<file path="config.mk">
export PLATFORM = sky130hd
export DESIGN_NAME = max_reduce
export DESIGN_NICKNAME = d
export VERILOG_FILES = /design/src/rtl/max_reduce.sv
export SDC_FILE = /design/constraint.sdc
export NUM_CORES = 1
export LEC_CHECK = 0
export CORE_ASPECT_RATIO = 0.7
export CORE_MARGIN = 10
export CORE_UTILIZATION = 49
export CTS_BUF_LIST = sky130_fd_sc_hd__clkbuf_8
export CTS_CLUSTER_DIAMETER = 30
export DETAILED_ROUTE_END_ITERATION = 7
export DONT_BUFFER_PORTS = 1
export PLACE_DENSITY = 0.72
export SYNTH_ARGS = -nofsm -noshare
export SYNTH_HDL_FRONTEND = slang
export SYNTH_SLANG_ARGS = --single-unit
</file>
<file path="constraint.sdc">
create_clock -name clk -period 3.8 [get_ports clk]
set_input_delay 0.76 -clock clk [delete_from_list [all_inputs] [get_ports clk]]
set_output_delay 0.76 -clock clk [all_outputs]
set_load 0.005 [all_outputs]
</file>
<file path="src/rtl/max_reduce.sv">
// rtl/max_reduce.sv - streaming running max/argmax over IEEE half or single vectors
// Optional MAX_REDUCE_ABS_EN: order elements by magnitude only.
module max_reduce #(
  parameter int BITS      = 16,
  parameter     PRECISION = "HALF",
  parameter int LENGTH    = 8,
  parameter int IDX_BITS  = 3
) (
  input  logic                clk,
  input  logic                rst,
  input  logic                in_valid,
  output logic                in_ready,
  input  logic                in_last,
  input  logic [BITS-1:0]     a,
  output logic                out_valid,
  input  logic                out_ready,
  output logic [BITS-1:0]     max_value,
  output logic [IDX_BITS-1:0] max_index,
  output logic                nan_seen
);

  localparam int EXP_W  = (PRECISION == "HALF") ? 5 : 8;
  localparam int MANT_W = (PRECISION == "HALF") ? 10 : 23;
  localparam int CNT_W  = IDX_BITS + 1;
  localparam logic [CNT_W-1:0] LAST_IDX = CNT_W'(LENGTH - 1);
  // Sign 0, exponent all ones, mantissa MSB set: 16'h7E00 / 32'h7FC00000.
  localparam logic [BITS-1:0] QNAN = BITS'(((64'd1 << (EXP_W + 1)) - 64'd1) << (MANT_W - 1));

  if (!((BITS == 16 && PRECISION == "HALF") || (BITS == 32 && PRECISION == "SINGLE")))
    $error("max_reduce: BITS and PRECISION disagree");
  if (LENGTH < 1 || (1 << IDX_BITS) < LENGTH)
    $error("max_reduce: LENGTH out of range for IDX_BITS");

  typedef enum logic [1:0] {IDLE, ACC, HOLD} state_t;

  state_t           state, state_next;
  logic [CNT_W-1:0] cnt;
  logic             accept;
  logic             a_nan;
  logic             a_greater;

  // Map a value onto an unsigned key whose integer order matches the float order.
  function automatic logic [BITS-1:0] order_key(input logic [BITS-1:0] v);
    logic [BITS-2:0] mag;
    mag = v[BITS-2:0];
`ifdef MAX_REDUCE_ABS_EN
    return {1'b0, mag};
`else
    if (!v[BITS-1] || mag == '0)
      return {1'b1, mag};
    else
      return {1'b0, ~mag};
`endif
  endfunction

  assign a_nan     = (&a[BITS-2 -: EXP_W]) && (|a[MANT_W-1:0]);
  assign a_greater = order_key(a) > order_key(max_value);
  assign accept    = in_valid && in_ready;

  always_comb begin
    state_next = state;
    in_ready   = 1'b0;
    out_valid  = 1'b0;
    case (state)
      IDLE: begin
        in_ready = 1'b1;
        if (in_valid)
          state_next = (in_last || LENGTH == 1) ? HOLD : ACC;
      end
      ACC: begin
        in_ready = 1'b1;
        if (in_valid)
          state_next = (in_last || cnt == LAST_IDX) ? HOLD : ACC;
      end
      HOLD: begin
        out_valid = 1'b1;
        if (out_ready)
          state_next = IDLE;
      end
      default: state_next = IDLE;
    endcase
  end

  always_ff @(posedge clk) begin
    if (rst) begin
      state     <= IDLE;
      cnt       <= '0;
      max_value <= '0;
      max_index <= '0;
      nan_seen  <= 1'b0;
    end else begin
      state <= state_next;
      if (accept) begin
        if (state == IDLE) begin
          max_value <= a_nan ? QNAN : a;
          max_index <= '0;
          nan_seen  <= a_nan;
          cnt       <= CNT_W'(1);
        end else begin
          cnt <= cnt + 1'b1;
          // Once a NaN is latched the result is frozen for the rest of the vector.
          if (!nan_seen) begin
            if (a_nan) begin
              max_value <= QNAN;
              max_index <= cnt[IDX_BITS-1:0];
              nan_seen  <= 1'b1;
            end else if (a_greater) begin
              max_value <= a;
              max_index <= cnt[IDX_BITS-1:0];
            end
          end
        end
      end
    end
  end

endmodule

</file>
Yosys cells after proc, flatten, opt, wreduce, memory -nomap -nowiden
Cells that the tools add are included.
{"block": "totals", "register_bits": 26, "latch_bits": 0, "mem_bits_rw": 0, "mem_bits_ro": 0, "input_bits": 21, "out_inout_bits": 22, "word_cells": 55, "memories": 0}
{"block": "classes", "n_addsub": 1, "n_mul": 0, "div": 0, "order_cmp": 1, "eq_ne": 7, "shifts": 0, "mux": 23, "bitwise_logic": 2, "reduce_logical": 16}
{"operator": "2-to-1 mux 16 bit", "n": 7}
{"operator": "logical NOT 15 bit", "n": 2}
{"operator": "NOT 15 bit", "n": 2}
{"operator": "> comparator 16 bit", "n": 1}
{"operator": "2-to-1 mux 3 bit", "n": 4}
{"operator": "2-to-1 mux 2 bit", "n": 5}
{"operator": "OR reduction 10 bit", "n": 1}
{"operator": "inequality test 2 bit, second input constant", "n": 3}
{"operator": "one-hot mux 2 bit (3 select lines)", "n": 1}
{"operator": "AND reduction 3 bit", "n": 2}
{"operator": "2-to-1 mux 1 bit", "n": 5}
{"operator": "AND reduction 5 bit", "n": 1}
{"operator": "adder 4 x 1 -> 4 bit, second input constant", "n": 1}
{"operator": "== test 4 x 3 -> 1 bit, second input constant", "n": 1}
{"operator": "2-to-1 mux 4 bit", "n": 1}
{"operator": "logical OR 1 bit", "n": 3}
{"operator": "nonzero test 3 bit", "n": 1}
{"operator": "== test 2 x 1 -> 1 bit, second input constant", "n": 1}
{"operator": "== test 2 bit, second input constant", "n": 1}
{"operator": "logical AND 1 bit", "n": 2}
{"operator": "logical NOT 1 bit", "n": 2}
{"operator": "logical NOT 2 bit", "n": 1}
{"operator": "inequality test 2 x 1 -> 1 bit, second input constant", "n": 1}
{"operator": "OR reduction 2 bit", "n": 1}

Logic depth before layout (Yosys ltp)
Gate-level depths: netlist (run 1).
{"block": "depth", "ltp_word": 8, "mapped_depth": 13, "depth_no_buf": 11}

Worst setup path before layout (run 1)
OpenSTA, ideal clock, no wires.
{"block": "synth_timing", "path_type": "input port to flip-flop", "startpoint": "in a[10]", "endpoint": "reg max_value[9]", "setup_ns": 0.121, "arrival_time_ns": 3.733, "required_time_ns": 3.679, "path_slack_ns": -0.054, "path_stages": 11, "path_buffers": 1, "path_cell_list": "or4_1 > o31ai_4 > buf_4 > mux2i_1 > ha_1 > nand4_1 > nor4_2 > a211o_2 > a31oi_2 > nor3_4 > mux2_2"}
{"block": "synth_between", "elab_chain_cells": 6, "elab_cells_between_ends": 13, "cone_classes": "1 x order compare; 5 x mux; 1 x bitwise; 6 x reduce/logical"}
{"item": "start, declared", "line": "14", "rtl": "input logic [BITS-1:0] a,"}
{"item": "logical NOT 15 bit", "line": "49", "rtl": "if (!v[BITS-1] || mag == '0)"}
{"item": "logical OR 1 bit", "line": "49"}
{"item": "2-to-1 mux 16 bit", "line": "49"}
{"item": "> comparator 16 bit", "line": "57", "rtl": "assign a_greater = order_key(a) > order_key(max_value);"}
{"item": "nonzero test 3 bit (no source line)"}
{"item": "AND reduction 3 bit (no source line)"}
{"item": "end signal, assigned", "line": "95", "rtl": "max_value <= a_nan ? QNAN : a;"}
{"item": "end, declared", "line": "17", "rtl": "output logic [BITS-1:0] max_value,"}
Parallel ways exist; a longest one is shown, timed or not. The select of a mux whose other input is x is not followed.
A chain may end at the register's enable or synchronous reset.

Worst setup path after layout (run 1)
{"block": "layout_timing", "startpoint": "in a[4]", "endpoint": "reg max_value[12]"}
The elaborated chain is that of the path after synthesis.

==> metrics.txt, run 1 <==
Leakage=0.816 nW; first-pass GRT wire length=8.04 mm; switch share=32.1%; cell breakdown of the critical path=nor4_1, nand3_1, o31ai_4, buf_12, xnor2_1, ha_1, nor2b_1, o211a_1, o21ai_0, a31oi_2, nor3_4, buf_4, mux2i_1; largest area contributor in the netlist=dfxtp_1; endpoints failing hold=0; Synth Register Bits=26; DRT antenna net count=0; Clock power frac=27.7%; Die Width=95.2 um; Vias=1,530; final setup fails=0; top cell family by delay on the critical path=simple AND/OR/NAND/NOR gates; Worst EP arrival=3760 ps; synth top area cells=dfxtp_1, mux2i_1, ha_1; final WL=4.89 mm; postcts setup bufs=0; required time of the critical path=4010 ps; Ys Warns=0; Final Cycle Share=93.4%; Final WS setup=252 ps; Worst setup SP type=input pin; placed cell area=2040 um^2; FFs w/ async S/R, synth=0%; Root Buffer Master=clkbuf_8; synth-to-layout area growth=8.57%; share of cells above drive strength 1=9.55%; vias per inst=5.63; synthesized area=1940 um^2; RSZ-0062 raised after global routing=no; Post-Syn Area per Cell=8.95 um^2; Final min period=3550 ps; CTS clk-pin slew, worst paths=90 ps; register area share after synthesis=26.8%; post-synthesis net count=255; vias in the first global route=1,506; Final #Nets=259; combinational share of power=33.4%; Sequential Power Share=38.9%; post-detail-place hpwl=3.90 mm; Post-synth EDFFs=0; footprint of the multi-input gates=1370 um^2; post-CTS sizing=0; max incr delay on CP=410 ps; # rows=19; Hold Path Class=flip-flop to flip-flop; total congestion overflow=0; number of buffers on the longest clock path=2; buffers and inverters on the worst path=2; largest net degree at the start of global routing=42; gpl congestion=0.846; Yosys top cell area share=26.8%; max-cap violations=0; Initial Util=50.1%; most common cell in the synthesized netlist=dfxtp_1; crit path capture type=flip-flop; initial antenna violation count=0; Post-CTS Hold Fix Bufs=0; Cell Pwr Density=407 nW/um^2; Max Freq=282 MHz; clk_skew=6.30 ps; post-route cell area=2110 um^2; Post-synth top cells=dfxtp_1, xnor2_1, mux2i_1; Skew-Pair Late Insertion Delay=280 ps; final setup TNS=0 ps; register area=520 um^2; critical path peak fanout=16; slowest stage cell on the critical path=nor4_1; Max VDD drop=0.000186 V; clock sink total=26; dpl ws=-13.6 ps; Slew @ Worst Pin=428 ps; Distinct cells, synth=37; status=finished clean; critical path class=input pin to flip-flop; TritonCTS clock tree=built; CTS Buf Count=3; die area=6920 um^2; post-DR wirelength/cell=18.0 um; Global Route Usage Sum=14.5%; slew margin rel.=71.2%; Pint=0.582 mW; NetSw=0.275 mW; Core Area=3870 um^2; Die H=72.7 um; # fillers=368; Pins Over Slew Limit=0; port buffer count=0; detailed-route DRC error count=0; Synth Instances=217; initial DRC count=149; Post-synth top flop=dfxtp_1; H-tree levels=1; drt first pass iters=4; n_diodes=0; I/O pins=43
==> power by group through the flow <==
stage,clock [mW],combinational [mW],sequential (mW)
global placement,0,0.280,0.339
floorplan,0,0.231,0.326
finish,0.237,0.286,0.333
detailed placement,0,0.285,0.341
CTS,0.245,0.287,0.334
global route,0.255,0.321,0.338
==> registers in the layout, indices dropped and copies added, names as in the netlist <==
register	cells
cnt	4
nan_seen	1
max_index	3
max_value	16
state	2
==> cell usage in the layout, fill, tap and decap left out, types with 4 or more instances in the layout <==
master	count
o21ai_0	6
nand2_1	14
nor2b_1	4
nand2b_1	22
dfxtp_1	26
nor3_1	4
xnor2_1	24
inv_1	4
nor2_1	13
mux2i_1	23
nor4_1	5
buf_4	6
nand3b_1	10
a21oi_1	13
ha_1	17
==> metrics by stage <==
stage | power (mW) | util [%] | instances | hold WS (ps)
after floorplan | 0.557 | - | 217 | 448
after global placement | 0.619 | 52.6 | 268 | 466
after detailed placement | 0.625 | 52.6 | 268 | 481
after CTS | 0.866 | 54.4 | 272 | 498
after global routing | 0.914 | 54.4 | 272 | 512
final | 0.857 | 54.4 | 272 | 494
==> logic make-up after synthesis <==
logic type	after synthesis	synth area share (%)
adders and majority gates	17	11.0
DFF	26	26.8
muxes	24	12.4
buffers and inverters	12	3.16
and+or+nand+nor	85	25.5
xor gates and xnor gates	26	11.7
AOI/OAI and AO/OA	27	9.47
==> worst min-delay path, stage by stage, from the launching register on <==
cell and delay, ps:
dfxtp_1 340, nand2_1 60, mux2i_1 50
==> final timing paths <==
| check | start | end | slack [ps] | cells after the start |
|---|---|---|---|---|
| worst min register to register | max_index[2] | max_index[2] | 490 | 2 |
| worst max register to register | max_value[7] | max_value[12] | 580 | 12 |
| worst min-delay path | max_index[2] | max_index[2] | 490 | 2 |
| worst max-delay path | a[4] | max_value[12] | 250 | 13 |
==> routing by layer <==
layer  up-vias  wire length [um]  global-route usage [%]  part of all wire, %
li1        771                 -                       -                    -
met1       706              2290                    19.7                   47
met2        49              2120                    22.0                   43
met3         4               438                    5.24                  9.0
met4         0                37                    1.99                 0.76
met5         -                 0                       0                    0
==> layout make-up <==
class | count | area share (%)
Clock buffer | 3 | 1.96
Timing Repair Buffer | 7 | 3.09
Sequential cell | 26 | 24.7
Multi-Input combinational cell | 179 | 65.0
Clock inverter | 1 | 1.42
Inverter | 4 | 0.712
Tap cell | 52 | 3.09
No activity file was read; power rests on OpenSTA's default activity.
==> inputs of run 2 (changes only) <==
--- a/config.mk
+++ b/config.mk
@@ -12,7 +12,7 @@
 export CTS_CLUSTER_DIAMETER = 30
 export DETAILED_ROUTE_END_ITERATION = 7
 export DONT_BUFFER_PORTS = 1
-export PLACE_DENSITY = 0.72
+export PLACE_DENSITY = 0.68
 export SYNTH_ARGS = -nofsm -noshare
 export SYNTH_HDL_FRONTEND = slang
 export SYNTH_SLANG_ARGS = --single-unit
==> run 2 against run 1 <==
Effect of this change:
- die area unchanged
- setup slack improved by 2.8 ps
- hold slack worse by 3.7 ps
- count of clock-buffer cells in the layout is the same
- final area fell by 0.36%
- register-to-register slack hardly changed
- flip-flop and latch count did not move
- critical endpoint is now max_value[8]
- combinational power decreased by 3%
- largest cell class unchanged
- total power shrank 1.5%
- clock skew increased by 1.6 ps
==> metrics.txt, run 2 (synthesis gave the netlist of run 1 again) <==
final setup TNS=0 ps (unchanged); number of buffers on the longest clock path=2 (unchanged); Final Cycle Share=93.3% (was 93.4%); NetSw=0.268 mW (was 0.275 mW); RSZ-0062 raised after global routing=no (unchanged); Hold Path Class=flip-flop to flip-flop (unchanged); setup slack, reg-to-reg=580 ps (about the same); port buffer count=0 (unchanged); Core Area=3870 um^2 (unchanged); Leakage=0.811 nW (was 0.816 nW); Root Buffer Master=clkbuf_8 (unchanged); final WL=4.81 mm (was 4.89 mm); slowest stage cell on the critical path=nor4_1 (unchanged); critical path peak fanout=12 (was 16); M3 GR Usage=5.24% (unchanged); postcts setup bufs=0 (unchanged); post-CTS sizing=0 (unchanged); most frequent cells in the layout=dfxtp_1, xnor2_1, mux2i_1 (unchanged); Worst EP arrival=3750 ps (was 3760 ps); detailed-route DRC error count=0 (unchanged); Skew-Pair Late Insertion Delay=280 ps (about the same); Max Freq=282 MHz (about the same); Die Width=95.2 um (unchanged); # rows=19 (unchanged); post-DR wirelength/cell=17.7 um (was 18.0 um); register area=520 um^2 (unchanged); Pins Over Slew Limit=0 (unchanged); crit path capture type=flip-flop (unchanged); clk_skew=7.91 ps (was 6.30 ps); Worst setup SP type=input pin (unchanged); most common cell after layout, fill and taps aside=dfxtp_1 (unchanged); critical path class=input pin to flip-flop (unchanged); TritonCTS clock tree=built (unchanged); endpoints failing hold=0 (unchanged); Final #Nets=258 (was 259); met2 usage=20.8% (was 22.0%); final setup fails=0 (unchanged); CTS Buf Count=3 (unchanged); Slew @ Worst Pin=469 ps (was 428 ps); status=finished clean (unchanged); H-tree levels=1 (unchanged); Die H=72.7 um (unchanged); Sequential Power Share=39.5% (was 38.9%); max incr delay on CP=450 ps (was 410 ps); Cell Pwr Density=402 nW/um^2 (was 407 nW/um^2); die area=6920 um^2 (unchanged); n_diodes=0 (unchanged); Initial Util=50.1% (unchanged); required time of the critical path=4010 ps (about the same); initial antenna violation count=0 (unchanged); footprint of the multi-input gates=1370 um^2 (unchanged); post-detail-place hpwl=3.85 mm (was 3.90 mm); met1 global-route usage=19.3% (was 19.7%); Clock power frac=27.7% (about the same); synth-to-layout area growth=8.18% (was 8.57%); Final min period=3550 ps (about the same); total congestion overflow=0 (unchanged); switch share=31.7% (was 32.1%); I/O pins=43 (unchanged); Post-CTS Hold Fix Bufs=0 (unchanged); largest net degree at the start of global routing=42 (unchanged); Max VDD drop=0.000200 V (was 0.000186 V); share of cells above drive strength 1=9.13% (was 9.55%); Vias=1,506 (was 1,530); Global Route Usage Sum=14.1% (was 14.5%); drt first pass iters=4 (unchanged); max-cap violations=0 (unchanged); # fillers=370 (was 368); vias per inst=5.56 (was 5.63); max FFs per register=16 (unchanged); GRT busiest layer=met2 (unchanged); first-pass GRT wire length=7.81 mm (was 8.04 mm); cell breakdown of the critical path=nor4_1, nand3_1, o31ai_4, buf_12, xnor2_1, ha_1, nand4_1, nor4_2, a211o_2, a31oi_2, nor3_4, buf_4, mux2i_1 (was nor4_1, nand3_1, o31ai_4, buf_12, xnor2_1, ha_1, nor2b_1, o211a_1, o21ai_0, a31oi_2, nor3_4, buf_4, mux2i_1); combinational share of power=32.8% (was 33.4%); vias in the first global route=1,453 (was 1,506); clock sink total=26 (unchanged); DRT antenna net count=0 (unchanged); CTS clk-pin slew, worst paths=100 ps (was 90 ps); Pint=0.576 mW (was 0.582 mW); Top reg by flops=max_value (unchanged); initial DRC count=105 (was 149); Largest regs=max_value x16, cnt x4, max_index x3 (unchanged); slew margin rel.=68.4% (was 71.2%); gpl congestion=0.871 (was 0.846); placed cell area=2030 um^2 (was 2040 um^2); post-route cell area=2100 um^2 (was 2110 um^2)
run 2: changes by cell type in the layout (fill, tap and decap cells not counted):
cell,before,now
buf_4,6,5
run 2: layout make-up:
cell class	instances	share of cell area, %
clock inverter	1	1.43
multi-input combinational	179	65.3
inverter	4	0.715
tap	52	3.10
clock buffer	3	1.97
sequential	26	24.8
timing repair buffer	6	2.74
run 2: power by group through the flow:
stage	logic, mW	registers, mW	clock network [mW]
global route	0.313	0.339	0.250
CTS	0.278	0.335	0.239
finish	0.277	0.334	0.234
detailed placement	0.276	0.341	0
global placement	0.272	0.340	0
floorplan	0.231	0.326	0
run 2: critical path, delay by kind of cell:
family | cells | cell delay (ps)
simple gates | 5 | 1390
compound gates | 3 | 560
buf+inv | 2 | 440
fa+ha+maj | 1 | 310
mux | 1 | 220
xor+xnor | 1 | 70
run 2: per-stage QoR:
stage	total power [mW]	setup WS (ps)	utilization, %	instances	hold WS [ps]
detailed placement	0.617	25.2	52.4	267	483
finish	0.844	255	54.2	271	491
global route	0.901	23.6	54.2	271	521
global placement	0.611	44.5	52.4	267	473
CTS	0.852	303	54.2	271	498
floorplan	0.557	23.2	-	217	448
run 2: path summary, 6_finish.rpt:
kind                  from      endpoint  cells after the start
min           max_index[1]  max_index[1]                      2
max                   a[4]  max_value[8]                     13
max reg2reg  max_value[11]  max_value[8]                     12
min reg2reg   max_index[1]  max_index[1]                      2
run 2: metal layers:
| metal | up-vias | wire, um |
|---|---|---|
| li1 | 773 | - |
| met1 | 706 | 2390 |
| met2 | 25 | 2030 |
| met3 | 2 | 367 |
| met4 | 0 | 19 |
| met5 | - | 0 |
==> inputs of run 3 (changes only) <==
--- a/config.mk
+++ b/config.mk
@@ -10,6 +10,7 @@
 export CORE_UTILIZATION = 49
 export CTS_BUF_LIST = sky130_fd_sc_hd__clkbuf_8
 export CTS_CLUSTER_DIAMETER = 30
+export CTS_CLUSTER_SIZE = 20
 export DETAILED_ROUTE_END_ITERATION = 7
 export DONT_BUFFER_PORTS = 1
 export PLACE_DENSITY = 0.68
==> results of run 3 <==
No change in the layout: final DEF, timing and power equal those of run 2.
